[src/rtl/uart_tx_top.sv]
// UART frame transmitter: start / 8 data (LSB first) / optional parity / one stop bit.
// Optional macro UART_TX_BUF_EN adds a one-entry holding buffer for sends issued while busy.
module uart_tx_top #(
    parameter int CLK_FREQ = 50000000
) (
    input  logic       clk,
    input  logic       reset,
    input  logic [1:0] baud_rate,
    input  logic [1:0] parity_type,
    input  logic [7:0] data_in,
    input  logic       send,
    output logic       dout,
    output logic       busy,
    output logic       done_flag
);

    localparam logic [2:0] IDLE   = 3'd0;
    localparam logic [2:0] START  = 3'd1;
    localparam logic [2:0] DATA   = 3'd2;
    localparam logic [2:0] PARITY = 3'd3;
    localparam logic [2:0] STOP   = 3'd4;

    // Rounded bit periods: (f + baud/2) / baud.
    localparam int DIV_2400  = (CLK_FREQ + 1200) / 2400;
    localparam int DIV_4800  = (CLK_FREQ + 2400) / 4800;
    localparam int DIV_9600  = (CLK_FREQ + 4800) / 9600;
    localparam int DIV_19200 = (CLK_FREQ + 9600) / 19200;

    function automatic logic [14:0] bit_period(input logic [1:0] code);
        case (code)
            2'b00:   return 15'(DIV_2400);
            2'b01:   return 15'(DIV_4800);
            2'b10:   return 15'(DIV_9600);
            default: return 15'(DIV_19200);
        endcase
    endfunction

    logic [2:0]  state_q, state_d;
    logic [14:0] cnt_q, cnt_d;
    logic [2:0]  bit_idx_q, bit_idx_d;
    logic [7:0]  data_q, data_d;
    logic [1:0]  baud_q, baud_d;
    logic [1:0]  par_q, par_d;
    logic        dout_q, dout_d;
    logic        done_q, done_d;
    logic        period_end;
    logic        has_parity;

`ifdef UART_TX_BUF_EN
    logic        buf_valid_q, buf_valid_d;
    logic [7:0]  buf_data_q, buf_data_d;
    logic [1:0]  buf_baud_q, buf_baud_d;
    logic [1:0]  buf_par_q, buf_par_d;
`endif

    assign period_end = (cnt_q == (bit_period(baud_q) - 15'd1));
    assign has_parity = (par_q == 2'b01) || (par_q == 2'b10);

    always_comb begin
        state_d   = state_q;
        cnt_d     = cnt_q;
        bit_idx_d = bit_idx_q;
        data_d    = data_q;
        baud_d    = baud_q;
        par_d     = par_q;
        done_d    = 1'b0;
`ifdef UART_TX_BUF_EN
        buf_valid_d = buf_valid_q;
        buf_data_d  = buf_data_q;
        buf_baud_d  = buf_baud_q;
        buf_par_d   = buf_par_q;
`endif

        case (state_q)
            IDLE: begin
                cnt_d     = 15'd0;
                bit_idx_d = 3'd0;
`ifdef UART_TX_BUF_EN
                // A pending buffered frame wins over a fresh send, which is dropped.
                if (buf_valid_q) begin
                    data_d      = buf_data_q;
                    baud_d      = buf_baud_q;
                    par_d       = buf_par_q;
                    buf_valid_d = 1'b0;
                    state_d     = START;
                end else if (send) begin
`else
                if (send) begin
`endif
                    data_d  = data_in;
                    baud_d  = baud_rate;
                    par_d   = parity_type;
                    state_d = START;
                end
            end
            START: begin
                if (period_end) begin
                    cnt_d   = 15'd0;
                    state_d = DATA;
                end else begin
                    cnt_d = cnt_q + 15'd1;
                end
            end
            DATA: begin
                if (period_end) begin
                    cnt_d = 15'd0;
                    if (bit_idx_q == 3'd7) begin
                        bit_idx_d = 3'd0;
                        state_d   = has_parity ? PARITY : STOP;
                    end else begin
                        bit_idx_d = bit_idx_q + 3'd1;
                    end
                end else begin
                    cnt_d = cnt_q + 15'd1;
                end
            end
            PARITY: begin
                if (period_end) begin
                    cnt_d   = 15'd0;
                    state_d = STOP;
                end else begin
                    cnt_d = cnt_q + 15'd1;
                end
            end
            STOP: begin
                if (period_end) begin
                    cnt_d   = 15'd0;
                    state_d = IDLE;
                    done_d  = 1'b1;
                end else begin
                    cnt_d = cnt_q + 15'd1;
                end
            end
            default: begin
                state_d   = IDLE;
                cnt_d     = 15'd0;
                bit_idx_d = 3'd0;
            end
        endcase

`ifdef UART_TX_BUF_EN
        if (send && (state_q != IDLE) && !buf_valid_q) begin
            buf_valid_d = 1'b1;
            buf_data_d  = data_in;
            buf_baud_d  = baud_rate;
            buf_par_d   = parity_type;
        end
`endif

        // Line level is registered from the next state so dout is glitch-free.
        case (state_d)
            START:   dout_d = 1'b0;
            DATA:    dout_d = data_d[bit_idx_d];
            PARITY:  dout_d = (par_d == 2'b01) ? ~(^data_d) : (^data_d);
            default: dout_d = 1'b1;
        endcase
    end

    always_ff @(posedge clk or posedge reset) begin
        if (reset) begin
            state_q   <= IDLE;
            cnt_q     <= 15'd0;
            bit_idx_q <= 3'd0;
            data_q    <= 8'd0;
            baud_q    <= 2'd0;
            par_q     <= 2'd0;
            dout_q    <= 1'b1;
            done_q    <= 1'b0;
        end else begin
            state_q   <= state_d;
            cnt_q     <= cnt_d;
            bit_idx_q <= bit_idx_d;
            data_q    <= data_d;
            baud_q    <= baud_d;
            par_q     <= par_d;
            dout_q    <= dout_d;
            done_q    <= done_d;
        end
    end

`ifdef UART_TX_BUF_EN
    always_ff @(posedge clk or posedge reset) begin
        if (reset) begin
            buf_valid_q <= 1'b0;
            buf_data_q  <= 8'd0;
            buf_baud_q  <= 2'd0;
            buf_par_q   <= 2'd0;
        end else begin
            buf_valid_q <= buf_valid_d;
            buf_data_q  <= buf_data_d;
            buf_baud_q  <= buf_baud_d;
            buf_par_q   <= buf_par_d;
        end
    end

    assign busy = (state_q != IDLE) || buf_valid_q;
`else
    assign busy = (state_q != IDLE);
`endif

    assign dout      = dout_q;
    assign done_flag = done_q;

endmodule

[config.mk]
export PLATFORM = sky130hd
export DESIGN_NAME = uart_tx_top
export DESIGN_NICKNAME = d
export VERILOG_FILES = /design/src/rtl/uart_tx_top.sv
export SDC_FILE = /design/constraint.sdc
export NUM_CORES = 1
export LEC_CHECK = 0
export ABC_AREA = 1
export ABC_CLOCK_PERIOD_IN_PS = 3700
export CAP_MARGIN = 20
export CORE_ASPECT_RATIO = 0.8
export CORE_MARGIN = 2
export CORE_UTILIZATION = 32
export CTS_BUF_LIST = sky130_fd_sc_hd__clkbuf_2 sky130_fd_sc_hd__clkbuf_4 sky130_fd_sc_hd__clkbuf_8
export DETAILED_ROUTE_END_ITERATION = 10
export GPL_TIMING_DRIVEN = 0
export PLACE_DENSITY = 0.55
export SLEW_MARGIN = 10
export SYNTH_ARGS = -nofsm -noshare
export SYNTH_HDL_FRONTEND = slang
export SYNTH_SLANG_ARGS = --single-unit
export TNS_END_PERCENT = 1
[constraint.sdc]
create_clock -name clk -period 3.7 [get_ports clk]
set_input_delay 0.74 -clock clk [delete_from_list [all_inputs] [get_ports clk]]
set_output_delay 0.74 -clock clk [all_outputs]
set_load 0.01 [all_outputs]
==> results.txt <==
Status -> complete, no violations
Crit path required time -> 3860 ps
Drt pass-1 iters -> 4
Max Cap Viol -> 0
Min Hold Slack -> 482 ps
Crit path buffers/inverters -> 3
WL per Instance -> 11.1 um
Crit path max fanout -> 10
Post-Synth Simple-Gate Area -> 28.8%
Pins over their slew limit -> 0
Post-Syn Nets -> 311
Syn Area/Cell -> 7.68 um2
Total grt overflow -> 0
Latest clock arrival within the worst-skew pair -> 300 ps
Switching power -> 0.158 mW
Unrepaired setup endpoints after global routing -> no
Post-synth top cells -> 63 x nand2_1, 45 x inv_1, 34 x dfrtp_1, 34 x nor2_1, 24 x nand3_1
Share of the yosys chip area belonging to registers -> 39.8%
First-pass GRT wire length -> 8000 um
Most frequent CP cell -> nor2_1
Synth Instances -> 287
Remaining antenna violation count after routing -> 0
EDFF count, synth -> 0
Delay-heaviest family, CP -> buffers and inverters
FF-to-FF setup slack -> 1180 ps
Worst setup margin -> 1180 ps
WL final -> 4430 um
Adder and majority cell fraction of the synthesized area -> 5.11%
Root buf cell -> clkbuf_8
Port Buf Inserts -> 17
DP Wirelength -> 3320 um
Main synth FF type -> dfrtp_1
Yosys top cell by area -> dfrtp_1
Crit path largest cell delay -> 480 ps
Fin. Hold Viols -> 0
Htree depth -> 2
Sw Share -> 19.1%
Leak -> 1.26 nW
TritonCTS Sinks -> 35
Global-route total usage across every layer -> 13.1%
Setup violations, final -> 0
CP startpoint kind -> register
Crit share post-route -> 68.1%
# rows -> 27
Worst min-delay path category -> register to register
Register clock-pin slew on the reported worst setup and hold paths -> 70 ps
Fmax achieved -> 397 MHz
DRC -> 0
Mapped cell area -> 2200 um2
Pre-CTS setup slack -> 1090 ps
Crit Path Class -> register to register
Clock share of power -> 51.2%
Share of layout cells above drive strength 1 -> 10.9%
First DRT Iteration DRCs -> 100
CTS Hold Bufs -> 0
Die area -> 7570 um2
Slew @ Worst Pin -> 730 ps
Synth top area share -> 38.6%
DR vias -> 1,756
Initial antenna violation count -> 0
# fillers -> 718
CP Cell Sequence -> inv_1 -> ha_1 -> inv_1 -> nand2_1 -> o21ai_1 -> nor2_1 -> nand3_1 -> nor2_1 -> nand2_2 -> o21ai_1 -> clkbuf_1 -> nor2_1
Vias per std cell -> 4.40
Post_cts resized -> 0
Final instance area -> 2620 um2
Most area-consuming cells after synthesis -> dfrtp_1 39%, nand2_1 11%, inv_1 7.7%, nor2_1 5.8%, nand3_1 5.5%
Io pins -> 18
Post-synth ARST share -> 100%
Setup Buffers After CTS -> 0
Cell with the most instances after synthesis -> nand2_1
Maximum vdd drop -> 0.124 mV
Final Net Count -> 335
Worst slew margin -> 51.3%
Post-Synth XOR/XNOR Area -> 9.03%
Largest family of logic cells by synthesized area -> simple AND/OR/NAND/NOR gates
Critical Path AT -> 2680 ps
Synth Area in Compound Gates -> 7.21%
Comb power frac -> 2.8%
Core area -> 6790 um2
Seq pwr share -> 46.0%
Distinct cells, synth -> 35
Ant diodes -> 0
Setup Skew -> 12.3 ps
Area growth from synthesis to layout -> 18.9%
Clk buf depth -> 2
Vias in the first global route -> 1,701
Post-synthesis mux area share -> 0%
Yosys warnings -> 0
Largest net degree at the start of global routing -> 36
GPL Wtd Cong -> 0.854
Die Height -> 78.2 um
Die width -> 96.8 um
Dpl cell area -> 2480 um2
#FFs+latches synth -> 35
Pint -> 0.672 mW
Max stage delay cell, worst path -> clkbuf_1
Setup_tns -> 0 ps
PD cells -> 317 nW/um2
CTS tree -> yes
Setup crit end kind -> register
Period minus WS final -> 2520 ps
CTS Buf Count -> 5
Initial cell density of the core -> 32.4%
cells by family after synthesis:
logic type                 after synthesis
AOI/OAI and AO/OA                       24
xor gates and xnor gates                21
adders and majority gates                9
buffers and inverters                   56
DFF                                     35
and+or+nand+nor                        142
worst paths after layout:
path,from,cells past startpoint,to
hold reg to reg,cnt_q[0],1,cnt_q[0]
max in group asynchronous,reset,2,cnt_q[4]
setup / recovery,baud_q[1],12,cnt_q[10]
hold / removal,cnt_q[0],1,cnt_q[0]
min in group asynchronous,reset,2,bit_idx_q[1]
setup reg to reg,baud_q[1],12,cnt_q[10]
per-stage QoR:
step	util [%]	power, mW	cells
after floorplan	-	0.395	287
after global placement	36.6	0.414	391
after detailed placement	36.6	0.414	391
after CTS	38.6	0.842	399
after global routing	38.6	0.864	399
final	38.6	0.831	399
layout by cell type, fill, tap and decap left out, drive strengths merged:
master,Yosys,routed
clkdlybuf4s50,0,17
nor4,1,1
xor2,13,13
o21ai,18,18
clkinv,2,2
nor3b,3,3
nand3b,1,1
a221oi,1,1
bufinv,0,2
clkbuf,1,7
buf,1,1
nand3,24,24
nand2,68,68
nor2,36,36
dfstp,1,1
dfrtp,34,34
inv,52,52
o211ai,2,2
ha,9,9
o221ai,1,1
a21oi,2,2
or2,4,4
xnor2,8,8
nor3,5,5
registers in the layout, summed over array words and instances (netlist names):
signal	count
done_flag	1
par_q	2
bit_idx_q	3
state_q	3
data_q	8
baud_q	2
cnt_q	15
dout	1
cell type report:
cell class,instances,area [um2],area share (%)
well taps,87,109,4.16
inverters,54,203,7.74
flip-flops and latches,35,877,33.5
clock buffers,6,76.3,2.91
clock inverters,2,60.1,2.29
plain buffers,2,18.8,0.717
repair buffers,17,170,6.50
multi-input cells,196,1100,42.2
power groups by stage:
stage,combinational [mW],clock [mW],sequential [mW]
after floorplan,0.00563,0,0.390
after global placement,0.0245,0,0.390
after detailed placement,0.0243,0,0.390
after CTS,0.0244,0.435,0.382
after global routing,0.0263,0.456,0.382
final,0.0232,0.425,0.382
per-layer routing:
layer | track usage [%] | share of wire (%) | vias to the layer above
met1 | 18.8 | 55 | 791
met4 | 4.65 | 1.7 | 0
li1 | - | - | 932
met2 | 18.9 | 40 | 26
met3 | 3.56 | 3.6 | 7
met5 | 0 | 0 | -
Power figures use the tool's default switching activity.
==> RTL edit: new RTL, same settings <==
Build with the macro `UART_TX_BUF_EN` defined.
--- a/src/rtl/uart_tx_top.sv
+++ b/src/rtl/uart_tx_top.sv
@@ -1,4 +1,6 @@
 // UART frame transmitter: start / 8 data (LSB first) / optional parity / one stop bit.
 // Optional macro UART_TX_BUF_EN adds a one-entry holding buffer for sends issued while busy.
+`define UART_TX_BUF_EN
+
 module uart_tx_top #(
     parameter int CLK_FREQ = 50000000
Function: same outputs for any inputs over 10 cycles, from zero or initial values and one cycle with reset high; that may be too few to reach the edited logic, so the function may still have changed.
==> RTL edit against the original RTL <==
- final cell count increased by 34%
- highest routed layer unchanged
- worst setup slack got worse by 0.080 ns
- power increased by 14%
- largest cell class unchanged
- synthesized area increased by 35%
- hold slack improved by 0.016 ns
- final area increased by 31%
- sequential power increased by 37%
- combinational power increased by 34%
- sequential cell count increased by 13
- critical path depth decreased by 1
- count of clock-buffer cells in the layout decreased by 1
- wire length increased by 45%
==> RTL edit: results (changes against the original RTL) <==
clock_tree:
  buffer_levels_on_the_longest_clock_path: 2  # unchanged
  cts_clock_pin_slew_for_the_worst_setup_and_hold_paths_ns: 0.09  # +0.02 ns
timing:
  maxClockFrequency_ghz: 0.3845  # -3.1%
  hold-worst-slack_ns: 0.4980  # +0.01574 ns
  max_slew.worst_pin.slew_ns: 0.6341  # -0.09550 ns
  worst_clock_skew_ns: 0.008272  # -0.004051 ns
yosys:
  synth-seq-area-share: 0.4031  # +0.005035
  synth.avg_cell_area_um2: 7.590  # -1.1%
  yosys.cell_types.count: 39  # +11%
  synth.top_cells.by_count: "124 x sky130_fd_sc_hd__nand2_1, 47 x sky130_fd_sc_hd__dfrtp_1, 47 x sky130_fd_sc_hd__inv_1"
pwr:
  power.leakage_nw: 1.623  # +28%
  power_combinational_mw: 0.0311  # +34%
  fraction_of_power_spent_switching_nets: 0.2169  # +0.02619
  pwr.group.sequential_mw: 0.524  # +37%
  power_frac_comb: 0.033  # +0.005
grt:
  grt_first_pass_wirelength_mm: 11.00  # +38%
  globalRouteTotalUtil: 0.1317  # +0.0008067
  grt_use_met2: 0.1909  # +0.002020
  grt_pass1_vias: 2321  # +36%
setup_path:
  critical-path-slowest-cell: "sky130_fd_sc_hd__dfrtp_1"
  reg2reg_depth: 11  # -1
  slowest_delay_ns: 0.52  # +0.04 ns
cells_and_area:
  area.sequential_mm2: 0.001202  # +37%
  layout.cells.non_filler: 534  # +34%
  fillerInstances: 971  # +35%
  finish.net_count: 442  # +32%
route:
  vias_per_std_cell: 4.579  # +4.0%
  route.met2.wl_mm: 2.606  # +47%
  routedLengthMet1_mm: 3.473  # +44%
  routedWlPerCell_um: 12.00  # +8.0%
  met3RoutedLength_um: 273  # +70%
  dr.first_iter.drc_count: 109  # +9.0%
hold_path:
  hold_path_depth: 2  # +1
  min_to: "buf_baud_q[1]$_DFFE_PP0P_"
  hp-start: "buf_baud_q[1]$_DFFE_PP0P_"
status:
  status: "finished clean"
placed_design:
  routabilityCongestion: 0.7831  # -8.3%
RTL edit: changes by cell type after synthesis, sizes merged, moves of 7 or more:
cell | before | now
o22ai | 0 | 11
nand3 | 24 | 35
dfrtp | 34 | 47
mux2 | 0 | 10
inv | 52 | 61
xor2 | 13 | 5
nand2 | 68 | 127
xnor2 | 8 | 1
RTL edit: cells by family after synthesis:
kind of cell    after synthesis  synth area share
simple gates                216            0.3255
buf+inv                      66           0.08683
flops                        48            0.4031
compound gates               38           0.09144
mux                          10           0.03775
fa+ha+maj                     9           0.03775
xor+xnor                      6           0.01762
RTL edit: area by class of cell:
| cell class | count | share of cell area |
|---|---|---|
| multi-input cells | 279 | 0.4431 |
| flip-flops and latches | 48 | 0.3502 |
| inverters | 61 | 0.06669 |
| repair buffers | 18 | 0.05539 |
| well taps | 115 | 0.04191 |
| clock buffers | 5 | 0.02004 |
| clock inverters | 3 | 0.01385 |
| plain buffers | 5 | 0.008746 |
